===== src/rtl/multichan_delayer_pkg.sv =====
// Shared mode encoding for the multichannel qualification/delay stage.
package multichan_delayer_pkg;
  typedef logic [1:0] mode_t;

  localparam mode_t MODE_ARM    = 2'd0;
  localparam mode_t MODE_FILT   = 2'd1;
  localparam mode_t MODE_PULSE  = 2'd2;
  localparam mode_t MODE_BYPASS = 2'd3;
endpackage


===== src/rtl/multichan_delayer_chan.sv =====
// One channel: hold-off / glitch-filter / delayed-pulse counter and output mux.
module delayer_chan
  import multichan_delayer_pkg::*;
#(
  parameter int CNT_W = 8
) (
  input  logic             clk_i,
  input  logic             rst_i,
  input  logic             en_i,
  input  logic             clr_i,
  input  logic [CNT_W-1:0] dly_i,
  input  mode_t            mode_i,
  input  logic             sig_i,
  output logic             sig_o,
  output logic             armed_o
);
  logic [CNT_W-1:0] cnt_q, cnt_d;
  logic             active_q, active_d;
  logic             pulse_q, pulse_d;
  logic             in_q;
  logic             rise, cnt_full, cnt_zero;

  assign rise     = sig_i & ~in_q;
  assign cnt_full = (cnt_q == dly_i);
  assign cnt_zero = (cnt_q == '0);

  always_comb begin
    cnt_d    = cnt_q;
    active_d = active_q;
    pulse_d  = pulse_q;
    if (clr_i) begin
      cnt_d    = '0;
      active_d = 1'b0;
      pulse_d  = 1'b0;
    end else begin
      case (mode_i)
        MODE_ARM, MODE_FILT: begin
          active_d = 1'b0;
          pulse_d  = 1'b0;
          if (en_i) begin
            if (sig_i && (cnt_q < dly_i)) cnt_d = cnt_q + CNT_W'(1);
            else if (!sig_i && (mode_i == MODE_FILT)) cnt_d = '0;
          end
        end
        MODE_PULSE: begin
          pulse_d = 1'b0;
          if (en_i) begin
            // a rise on the firing edge still emits the old pulse and reloads
            pulse_d = active_q & cnt_zero;
            if (rise) begin
              cnt_d    = dly_i;
              active_d = 1'b1;
            end else if (active_q) begin
              if (!cnt_zero) cnt_d = cnt_q - CNT_W'(1);
              else active_d = 1'b0;
            end
          end
        end
        default: begin
          cnt_d    = '0;
          active_d = 1'b0;
          pulse_d  = 1'b0;
        end
      endcase
    end
  end

  always_ff @(posedge clk_i or posedge rst_i) begin
    if (rst_i) begin
      cnt_q    <= '0;
      active_q <= 1'b0;
      pulse_q  <= 1'b0;
      in_q     <= 1'b0;
    end else begin
      cnt_q    <= cnt_d;
      active_q <= active_d;
      pulse_q  <= pulse_d;
      in_q     <= sig_i;
    end
  end

  always_comb begin
    sig_o   = 1'b0;
    armed_o = 1'b0;
    case (mode_i)
      MODE_ARM, MODE_FILT: begin
        sig_o   = sig_i & cnt_full;
        armed_o = cnt_full;
      end
      MODE_PULSE: begin
        sig_o   = pulse_q;
        armed_o = active_q;
      end
      default: begin
        sig_o   = sig_i;
        armed_o = 1'b1;
      end
    endcase
  end
endmodule


===== src/rtl/multichan_delayer.sv =====
// Per-channel programmable qualification/delay stage for the capture path.
// Holds per-channel delay/mode config and instantiates one delayer_chan per channel.
module multichan_delayer
  import multichan_delayer_pkg::*;
#(
  parameter  int CHANNELS      = 4,
  parameter  int CNT_W         = 8,
  parameter  int DEFAULT_DELAY = 5,
  parameter  int DEFAULT_MODE  = 0,
  localparam int CH_W          = (CHANNELS > 1) ? $clog2(CHANNELS) : 1
) (
  input  logic                rdclk,
  input  logic                reset,
  input  logic                en,
  input  logic                clr,
  input  logic                cfg_wr,
  input  logic [CH_W-1:0]     cfg_ch,
  input  logic [CNT_W-1:0]    cfg_delay,
  input  logic [1:0]          cfg_mode,
  input  logic [CHANNELS-1:0] sig_in,
  output logic [CHANNELS-1:0] sig_out,
  output logic [CHANNELS-1:0] armed
);
  localparam logic [CH_W:0] CH_LIM = (CH_W + 1)'(CHANNELS);

  logic cfg_ok;
  assign cfg_ok = cfg_wr && ({1'b0, cfg_ch} < CH_LIM);

  for (genvar g = 0; g < CHANNELS; g++) begin : g_chan
    logic [CNT_W-1:0] dly_q;
    mode_t            mode_q;
    logic             hit;

    assign hit = cfg_ok && (cfg_ch == CH_W'(g));

    always_ff @(posedge rdclk or posedge reset) begin
      if (reset) begin
        dly_q  <= CNT_W'(DEFAULT_DELAY);
        mode_q <= mode_t'(DEFAULT_MODE);
      end else if (hit) begin
        dly_q  <= cfg_delay;
        mode_q <= mode_t'(cfg_mode);
      end
    end

    // a config write clears the channel's counting state on the same edge
    delayer_chan #(.CNT_W(CNT_W)) u_chan (
      .clk_i   (rdclk),
      .rst_i   (reset),
      .en_i    (en),
      .clr_i   (clr | hit),
      .dly_i   (dly_q),
      .mode_i  (mode_q),
      .sig_i   (sig_in[g]),
      .sig_o   (sig_out[g]),
      .armed_o (armed[g])
    );
  end
endmodule


===== config.mk =====
export PLATFORM = sky130hd
export DESIGN_NAME = multichan_delayer
export DESIGN_NICKNAME = d
export VERILOG_FILES = /design/src/rtl/multichan_delayer_pkg.sv /design/src/rtl/multichan_delayer_chan.sv /design/src/rtl/multichan_delayer.sv
export SDC_FILE = /design/constraint.sdc
export NUM_CORES = 1
export LEC_CHECK = 0
export CAP_MARGIN = 40
export CORE_UTILIZATION = 65
export DETAILED_ROUTE_END_ITERATION = 10
export GPL_TIMING_DRIVEN = 0
export PLACE_DENSITY_LB_ADDON = 0.25
export SYNTH_ARGS = -nofsm -noshare
export SYNTH_HDL_FRONTEND = slang
export SYNTH_HIERARCHICAL = 1
export SYNTH_SLANG_ARGS = --single-unit

===== constraint.sdc =====
create_clock -name rdclk -period 3.3 [get_ports rdclk]
set_input_delay 0.825 -clock rdclk [delete_from_list [all_inputs] [get_ports rdclk]]
set_output_delay 0.825 -clock rdclk [all_outputs]
set_load 0.05 [all_outputs]

# Word-level counts from Yosys, hierarchy flattened
# Cells that the tools add are included.
[totals]
out_inout_bits = 8
memories = 0
ram_bits = 0
romBits = 0
word_cells = 204
inputBits = 21
latchBits = 0
regBits = 84
[classes]
add_sub_neg = 8
n_eq_ne = 35
n_mux = 80
bitwise = 20
shift = 0
multipliers = 0
magnitude_cmp = 4
reduce_logical = 33
n_div = 0
[ops]
columns = ["operator", "count"]
rows = [
  ["two-way mux 8 bit", 32],
  ["case mux 8 bit (2 select lines)", 4],
  ["two-way mux 1 bit", 36],
  ["adder 8 x 1 -> 8 bit, second input constant", 4],
  ["equality test 8 bit", 4],
  ["zero test 8 bit", 4],
  ["< comparator 8 bit", 4],
  ["inequality test 4 x 1 -> 1 bit, second input constant", 8],
  ["subtractor 8 x 1 -> 8 bit, second input constant", 4],
  ["inequality test 3 x 2 -> 1 bit, second input constant", 8],
  ["AND reduction 5 bit", 4],
  ["inequality test 4 x 2 -> 1 bit, second input constant", 4],
  ["case mux 1 bit (2 select lines)", 8],
  ["bitwise AND 1 bit", 12],
  ["equality test 2 bit, second input constant", 6],
  ["logical AND 1 bit", 12],
  ["equality test 2 x 1 -> 1 bit, second input constant", 5],
  ["zero test 2 bit", 5],
  ["OR reduction 2 bit", 4],
  ["zero test 1 bit", 4],
  ["NOT 1 bit", 4],
  ["bitwise OR 1 bit", 4],
]

# Longest topological paths before layout
# Gate-level depths: netlist (run 1).
[depth]
depth_word = 7
depth_mapped = 8

# Modules after synthesis
# The synthesis (run 1) kept the hierarchy.
[by_module_without_submodules]
columns = ["mod", "seq_area_each_um2", "cells_per_inst", "instances", "area_per_inst_um2"]
rows = [
  ["delayer_chan (g_chan[0].u_chan ...)", 275.3, 144, 3, 1186.1],
  ["multichan_delayer", 1011.0, 93, 1, 1702.9],
  ["delayer_chan (g_chan[3].u_chan)", 275.3, 143, 1, 1197.4],
]

# Worst setup path after synthesis (run 1)
# Ideal clock, no wire load.
[synth_path]
path_kind = "register to output"
startpoint = "reg g_chan[3].u_chan.cnt_q[6]"
endpoint = "out armed[3]"
arrival_ps = 2265
path_buffers = 0
stages_incl_launch_ff = 6
path_slack_ps = 210
cell_sequence = "dfrtp_1 -> ha_1 -> and4_4 -> and3_2 -> nand3_1 -> o21ai_0"
[synth_between]
elab_chain_len = 2
[synth_lines]
columns = ["element", "line", "text"]
rows = [
  ["start: declaration", "multichan_delayer_chan.sv:17", "logic [CNT_W-1:0] cnt_q, cnt_d;"],
  ["start signal: assignment", "multichan_delayer_chan.sv:75", "cnt_q <= cnt_d;"],
  ["equality test 8 bit", "multichan_delayer_chan.sv:24", "assign cnt_full = (cnt_q == dly_i);"],
  ["case mux 1 bit (2 select lines)", "multichan_delayer_chan.sv:85", "case (mode_i)"],
  ["end: declaration", "multichan_delayer.sv:22", "output logic [CHANNELS-1:0] armed"],
]
# Every way passes these cells.

# Worst setup path after layout (run 1)
[layout_path]
startpoint = "reg g_chan[3].u_chan.cnt_q[6]"
endpoint = "out sig_out[3]"
[layout_between]
elab_chain_len = 3
[layout_lines]
columns = ["element", "line", "text"]
rows = [
  ["equality test 8 bit", "multichan_delayer_chan.sv:24", ""],
  ["bitwise AND 1 bit", "multichan_delayer_chan.sv:87", "sig_o = sig_i & cnt_full;"],
  ["case mux 1 bit (2 select lines)", "multichan_delayer_chan.sv:85", ""],
  ["end: declaration", "multichan_delayer.sv:21", "output logic [CHANNELS-1:0] sig_out,"],
]
# Every way passes these cells.

==> results of run 1 <==
==> critical path, stage by stage, from the launching register on <==
cell and delay (ns):
dfrtp_1 0.45, ha_1 0.33, and4_4 0.25, and3_2 0.18, nand3_1 0.11, o22ai_1 0.20, clkdlybuf4s15_1 0.53
==> report_power, final <==
group / total [uW] / internal, uW / switching [uW]
Combinational: 1780 / 816 / 966
Clock: 905 / 505 / 400
Sequential: 1440 / 1210 / 229
Total: 4120 / 2530 / 1600
==> what timing repair did <==
action	4_1_cts	5_1_grt
endpoints found under the setup margin	8	4
buffers inserted	0	0
gates resized for setup	8	7
pin swaps	0	0
==> per-layer routing <==
layer  vias up  part of all wire  wire, um
met5         -                 0         0
met4         0             0.027       451
met3        40             0.057       948
met2       256              0.48      7980
met1      2718              0.44      7260
li1       2575                 -         -
==> final timing paths <==
kind,start,to,slack [ns],depth (start not counted)
min in group asynchronous,reset,g_chan[2].u_chan/pulse_q,0.92,2
worst max register to register,g_chan[2].u_chan/cnt_q[0],g_chan[2].u_chan/cnt_q[6],0.72,7
worst max-delay path,g_chan[3].u_chan/cnt_q[6],sig_out[3],0.06,6
worst min-delay path,g_chan[0].dly_q[1],g_chan[0].dly_q[1],0.54,1
max in group asynchronous,reset,g_chan[2].dly_q[0],1.53,3
worst min register to register,g_chan[0].dly_q[1],g_chan[0].dly_q[1],0.54,1
==> sequential cells by signal (all words and copies together) (netlist names) <==
register                count
g_chan.mode_q               8
g_chan.u_chan/pulse_q       4
g_chan.dly_q               32
g_chan.u_chan/in_q          4
g_chan.u_chan/active_q      4
g_chan.u_chan/cnt_q        32
==> final cells by class <==
class                   instances  area [sq um]  area share
well taps                     133           166      0.0233
clock inverters                 6           111      0.0156
inverters                      78           293      0.0409
repair buffers                 29           293      0.0409
flip-flops and latches         84          2110       0.295
clock buffers                  10           128      0.0178
plain buffers                  30           226      0.0316
multi-input cells             476          3830       0.535
==> metrics by stage <==
step                      cell area (sq um)  setup TNS (ns)  setup slack (ns)
final                                  7160               0            0.0599
after floorplan                        6460               0             0.210
after detailed placement               6930           -1.10            -0.200
after CTS                              7160               0            0.0700
after global placement                 6910          -0.858            -0.150
after global routing                   7160               0           0.00925
==> cell usage in the layout (no fill, tap or decap), types with 9 or more instances in the layout <==
| cell type | instances |
|---|---|
| nor2_1 | 38 |
| ha_1 | 44 |
| or3_1 | 11 |
| mux2_4 | 36 |
| nand3_1 | 21 |
| nand2_1 | 27 |
| a211oi_1 | 26 |
| o32ai_1 | 9 |
| inv_1 | 78 |
| a21oi_1 | 11 |
| buf_6 | 11 |
| nand2b_1 | 14 |
| o21ai_0 | 22 |
| o211ai_1 | 9 |
| clkbuf_8 | 9 |
| nand4_1 | 10 |
| clkdlybuf4s50_1 | 20 |
| o22ai_1 | 19 |
| a31oi_1 | 15 |
| nor2b_1 | 11 |
| nor3_1 | 12 |
| dfrtp_1 | 76 |
==> cell families after synthesis <==
kind of cell	Yosys count	share of synthesized area
xor+xnor	9	0.0122
flops	84	0.327
fa+ha+maj	44	0.0852
buf+inv	108	0.0804
mux	41	0.0922
compound gates	184	0.225
simple gates	198	0.178
==> impl_metrics.toml, run 1 <==
[outcome]
run_status = "completed"

[synthesis]
ys_dominant_reg_cell = "dfrtp_1"
synth.cell_area_sq_um = 6460
yosysTopAreaCell = "dfrtp_1"
synth.distinct_cells = 69
synth.top_cells.by_count = "78 x inv_1, 76 x dfrtp_1, 44 x ha_1, 38 x nor2_1, 36 x mux2_4"
ys_async_rst_share = 1.00
synth.avg_cell_area_sq_um = 9.67
synth_top_cells_by_area = "dfrtp_1 29%, ha_1 8.5%, mux2_4 8.4%"
synth_top_cell_area_share = 0.294
synth.net_count = 733
synthCells = 668
seq_total_area_yosys = 0.327
seq_cells_post_synth = 84
synth_enable_flop_cells = 0
synth_most_common_cell = "inv_1"
synthesis.yosys.warnings = 6

[drt]
drt-wirelength-per-cell_um = 19.7
vias = 5589
post-route-drc-count = 0
detailedRoute.firstPassIterationCount = 7
first_iter_violations = 285
viasPerCell = 6.61
wl_um = 16600
final_antenna_net_count = 0

[cts]
register_clock_pin_slew_on_the_reported_worst_setup_and_hold_paths_ns = 0.08
tritoncts = "yes"
clock_sinks = 84
hold_buffers = 0
clkLatencyLatePin_ns = 0.37
numCtsBuffers = 9
clock_tree.htree_level_count = 3
cts-root-to-sink-buffers = 2
cts.root.buffer_cell = "clkbuf_8"

[timing]
setup_repair_after_global_routing_missed_its_margin = "no"
finalCriticalPeriod_ns = 3.24
report.final.hold_viol_count = 0
max_slew.worst_pin.slew_ns = 0.874
hold_ws_ns = 0.537
setup-violations-final = 0
fin_worst_skew_ns = 0.00715
fmaxAchievable_mhz = 309
drv_slew = 0
period_share = 0.982
relSlewSlack = 0.417

[cells_and_area]
fill_cells = 720
layout.cells.non_filler = 846
utilization = 0.739
count_of_antenna_diodes_in_the_layout = 0
nets = 773
share_of_post_route_cells_with_drive_strength_above_1 = 0.181
layout-area-overhead-vs-synth_pct = 10.8

[place]
numPortBuffers = 28
dpl.cell_count = 830
place.gp.congestion = 0.948
place_hpwl_um = 12100

[global_routing]
grt_use_met3 = 0.0338
grt_pass1_vias = 5401
grt_pass1_wl_um = 26800
gr-usage-met1 = 0.458
grt.overflow.total = 0
grt_antenna_before_repair = 0
use_met2 = 0.556
grt_start_max_net_pins = 22
grt.busiest_layer = "met2"
grt_util_all_layers = 0.339

[die]
floorplan.rows = 36
die_footprint_sq_um = 10300
design.portCount = 29
core_region_area_sq_um = 9680
die_w_um = 102
die_height_um = 102
start_util = 0.667

[pwr]
power.ir.vdd_worst_mv = 0.361
p_total_uw = 4120
power.static_leakage_uw = 0.00320
power.density_nw_per_um2 = 576

[worst_hold_path]
hold_path.class = "flop to flop"

[setup_path]
cp-start-kind = "flop"
cp_data_arrival_time_ns = 2.42
cp-end-kind = "output port"
path_class = "flop to output port"
critPathMaxFanout = 6
cp_data_required_time_ns = 2.47

[job]
cap_viol_max_count = 0
Power figures use the tool's default switching activity.
==> inputs of run 2 (changes only) <==
Settings changed: CORE_UTILIZATION 65 to 56, TNS_END_PERCENT set to 10.
Clock period 3.3 ns to 2.7 ns, I/O delays scaled along.
==> run 2 against run 1 <==
  * Sequential share of layout area decreased by 0.80 points
  * Combinational power increased by 25%
  * Worst setup slack got worse by 0.041 ns
  * First-iteration DRC count increased by 38%
  * Sequential power increased by 22%
  * Register-to-register slack got worse by 0.59 ns
  * Cell count increased by 1.5%
==> impl_metrics.toml, run 2 (synthesized netlist as in run 1, its figures left out) <==
[die]
core_region_area_sq_um = 11000
floorplan.rows = 38
design.portCount = 29
die_height_um = 109
start_util = 0.586
die_w_um = 109
die_footprint_sq_um = 12000

[cts]
numCtsBuffers = 9
cts.root.buffer_cell = "clkbuf_16"
cts-root-to-sink-buffers = 2
register_clock_pin_slew_on_the_reported_worst_setup_and_hold_paths_ns = 0.06
clkLatencyLatePin_ns = 0.35
tritoncts = "yes"
clock_sinks = 84
clock_tree.htree_level_count = 3

[cells_and_area]
count_of_antenna_diodes_in_the_layout = 0
layout-area-overhead-vs-synth_pct = 14.2
share_of_post_route_cells_with_drive_strength_above_1 = 0.213
final_common_cell = "inv_1"
layout.cell_area.non_filler_sq_um = 7380
utilization = 0.669
nets = 779
layout_top_registers = "g_chan.dly_q (32), g_chan.u_chan/cnt_q (32), g_chan.mode_q (8)"
commonest_cells_after_routing_fill_and_taps_aside = "78 x inv_1, 71 x dfrtp_1, 40 x ha_1"

[timing]
setup-violations-final = 0
finalCriticalPeriod_ns = 2.68
report.final.hold_viol_count = 0
fmaxAchievable_mhz = 373
max_slew.worst_pin.slew_ns = 0.753
hold_ws_ns = 0.509
fin_worst_skew_ns = 0.00847
setup_repair_after_global_routing_missed_its_margin = "yes"
drv_slew = 0
period_share = 0.993
finalWorstSetupSlack_ns = 0.0185
relSlewSlack = 0.498

[global_routing]
grt.overflow.total = 0
grt_pass1_vias = 5293
grt_antenna_before_repair = 0
grt_start_max_net_pins = 17
grt_util_all_layers = 0.295
grt_pass1_wl_um = 27000

[place]
place_hpwl_um = 12100
postPlaceCellArea_sq_um = 6940
numPortBuffers = 28
place_worst_setup_slack_ns = -0.700
place.gp.congestion = 0.900

[drt]
vias = 5507
post-route-drc-count = 0
wl_um = 16500
drt-wirelength-per-cell_um = 19.3
first_iter_violations = 394
detailedRoute.firstPassIterationCount = 4
final_antenna_net_count = 0
viasPerCell = 6.41

[worst_hold_path]
min_from = "g_chan[1].dly_q[1]"
hold-path-endpoint = "g_chan[1].dly_q[1]"
hold-path-cell-count = 1
hold_path.class = "flop to flop"

[pwr]
netSwitchingFraction = 0.371
clock_power_share = 0.253
seq_power_share = 0.329
power.static_leakage_uw = 0.00327
internal_power_uw = 3360
pwr-share-comb = 0.418
power.density_nw_per_um2 = 723
power.ir.vdd_worst_mv = 0.556
total_switching_power_uw = 1980

[setup_path]
critical_path.reg2reg.startpoint = "g_chan[0].u_chan/cnt_q[7]"
path_class = "flop to output port"
cp-start-kind = "flop"
worst_r2r_path_depth = 7
critPathMaxFanout = 3
worst_r2r_endpoint = "g_chan[0].u_chan/cnt_q[6]"
cp_data_required_time_ns = 2.03
cp_data_arrival_time_ns = 2.01
timing.reg2reg.setup_slack_ns = 0.13
cp-end-kind = "output port"

[outcome]
run_status = "completed"

[job]
cap_viol_max_count = 0
run 2: how the worst max path moves through the flow:
stage / from / endpoint / slack, ns / depth (start not counted)
final: g_chan[3].dly_q[5] / armed[3] / 0.02 / 7
after floorplan: g_chan[3].u_chan/cnt_q[6] / sig_out[3] / 0.06 / 5
after global placement: cfg_ch[1] / g_chan[1].u_chan/cnt_q[6] / -0.63 / 9
after CTS: g_chan[2].u_chan/cnt_q[4] / sig_out[2] / -0.02 / 6
after global routing: g_chan[0].dly_q[7] / sig_out[0] / -0.03 / 7
after detailed placement: cfg_ch[1] / g_chan[1].u_chan/cnt_q[6] / -0.70 / 9
run 2: layout make-up:
type / instances / area, sq um
Buffer: 30 / 226
Clock buffer: 12 / 246
Clock inverter: 4 / 72.6
Fill cell: 877 / 3650
Inverter: 78 / 293
Multi-Input combinational cell: 476 / 3920
Sequential cell: 84 / 2120
Tap cell: 140 / 175
Timing Repair Buffer: 35 / 328
run 2: stage by stage:
| step | cells | power, uW | setup TNS (ns) |
|---|---|---|---|
| after detailed placement | 838 | 3890 | -14.84 |
| after CTS | 855 | 5240 | -0.0235 |
| after floorplan | 668 | 3350 | 0 |
| after global routing | 859 | 5670 | -0.109 |
| after global placement | 836 | 3800 | -13.76 |
| final | 859 | 5340 | 0 |
run 2: layer usage:
layer  GRT usage  wire length, um  part of all wire
met5           0                0                 0
met4       0.124              397             0.024
met3      0.0427              854             0.052
met2       0.465             7870              0.48
met1       0.405             7430              0.45
run 2: power groups by stage:
stage               clock network [uW]  registers, uW  logic [uW]
finish                            1350           1750        2230
detailed placement                   0           1760        2130
floorplan                            0           1670        1690
global placement                     0           1760        2050
CTS                               1360           1740        2140
global route                      1430           1780        2450
run 2: timing repair:
item	CTS	global route
endpoints found under the setup margin	29	11
setup buffers	1	4
hold buffers	0	0
pin swaps	0	7
gates resized for setup	51	24
run 2: critical path: stages, from the launching register on:
cell	delay, ns
dfrtp_1	0.40
inv_1	0.10
ha_4	0.28
and4_4	0.23
and3_2	0.19
nand3_1	0.10
o21ai_1	0.18
buf_6	0.19
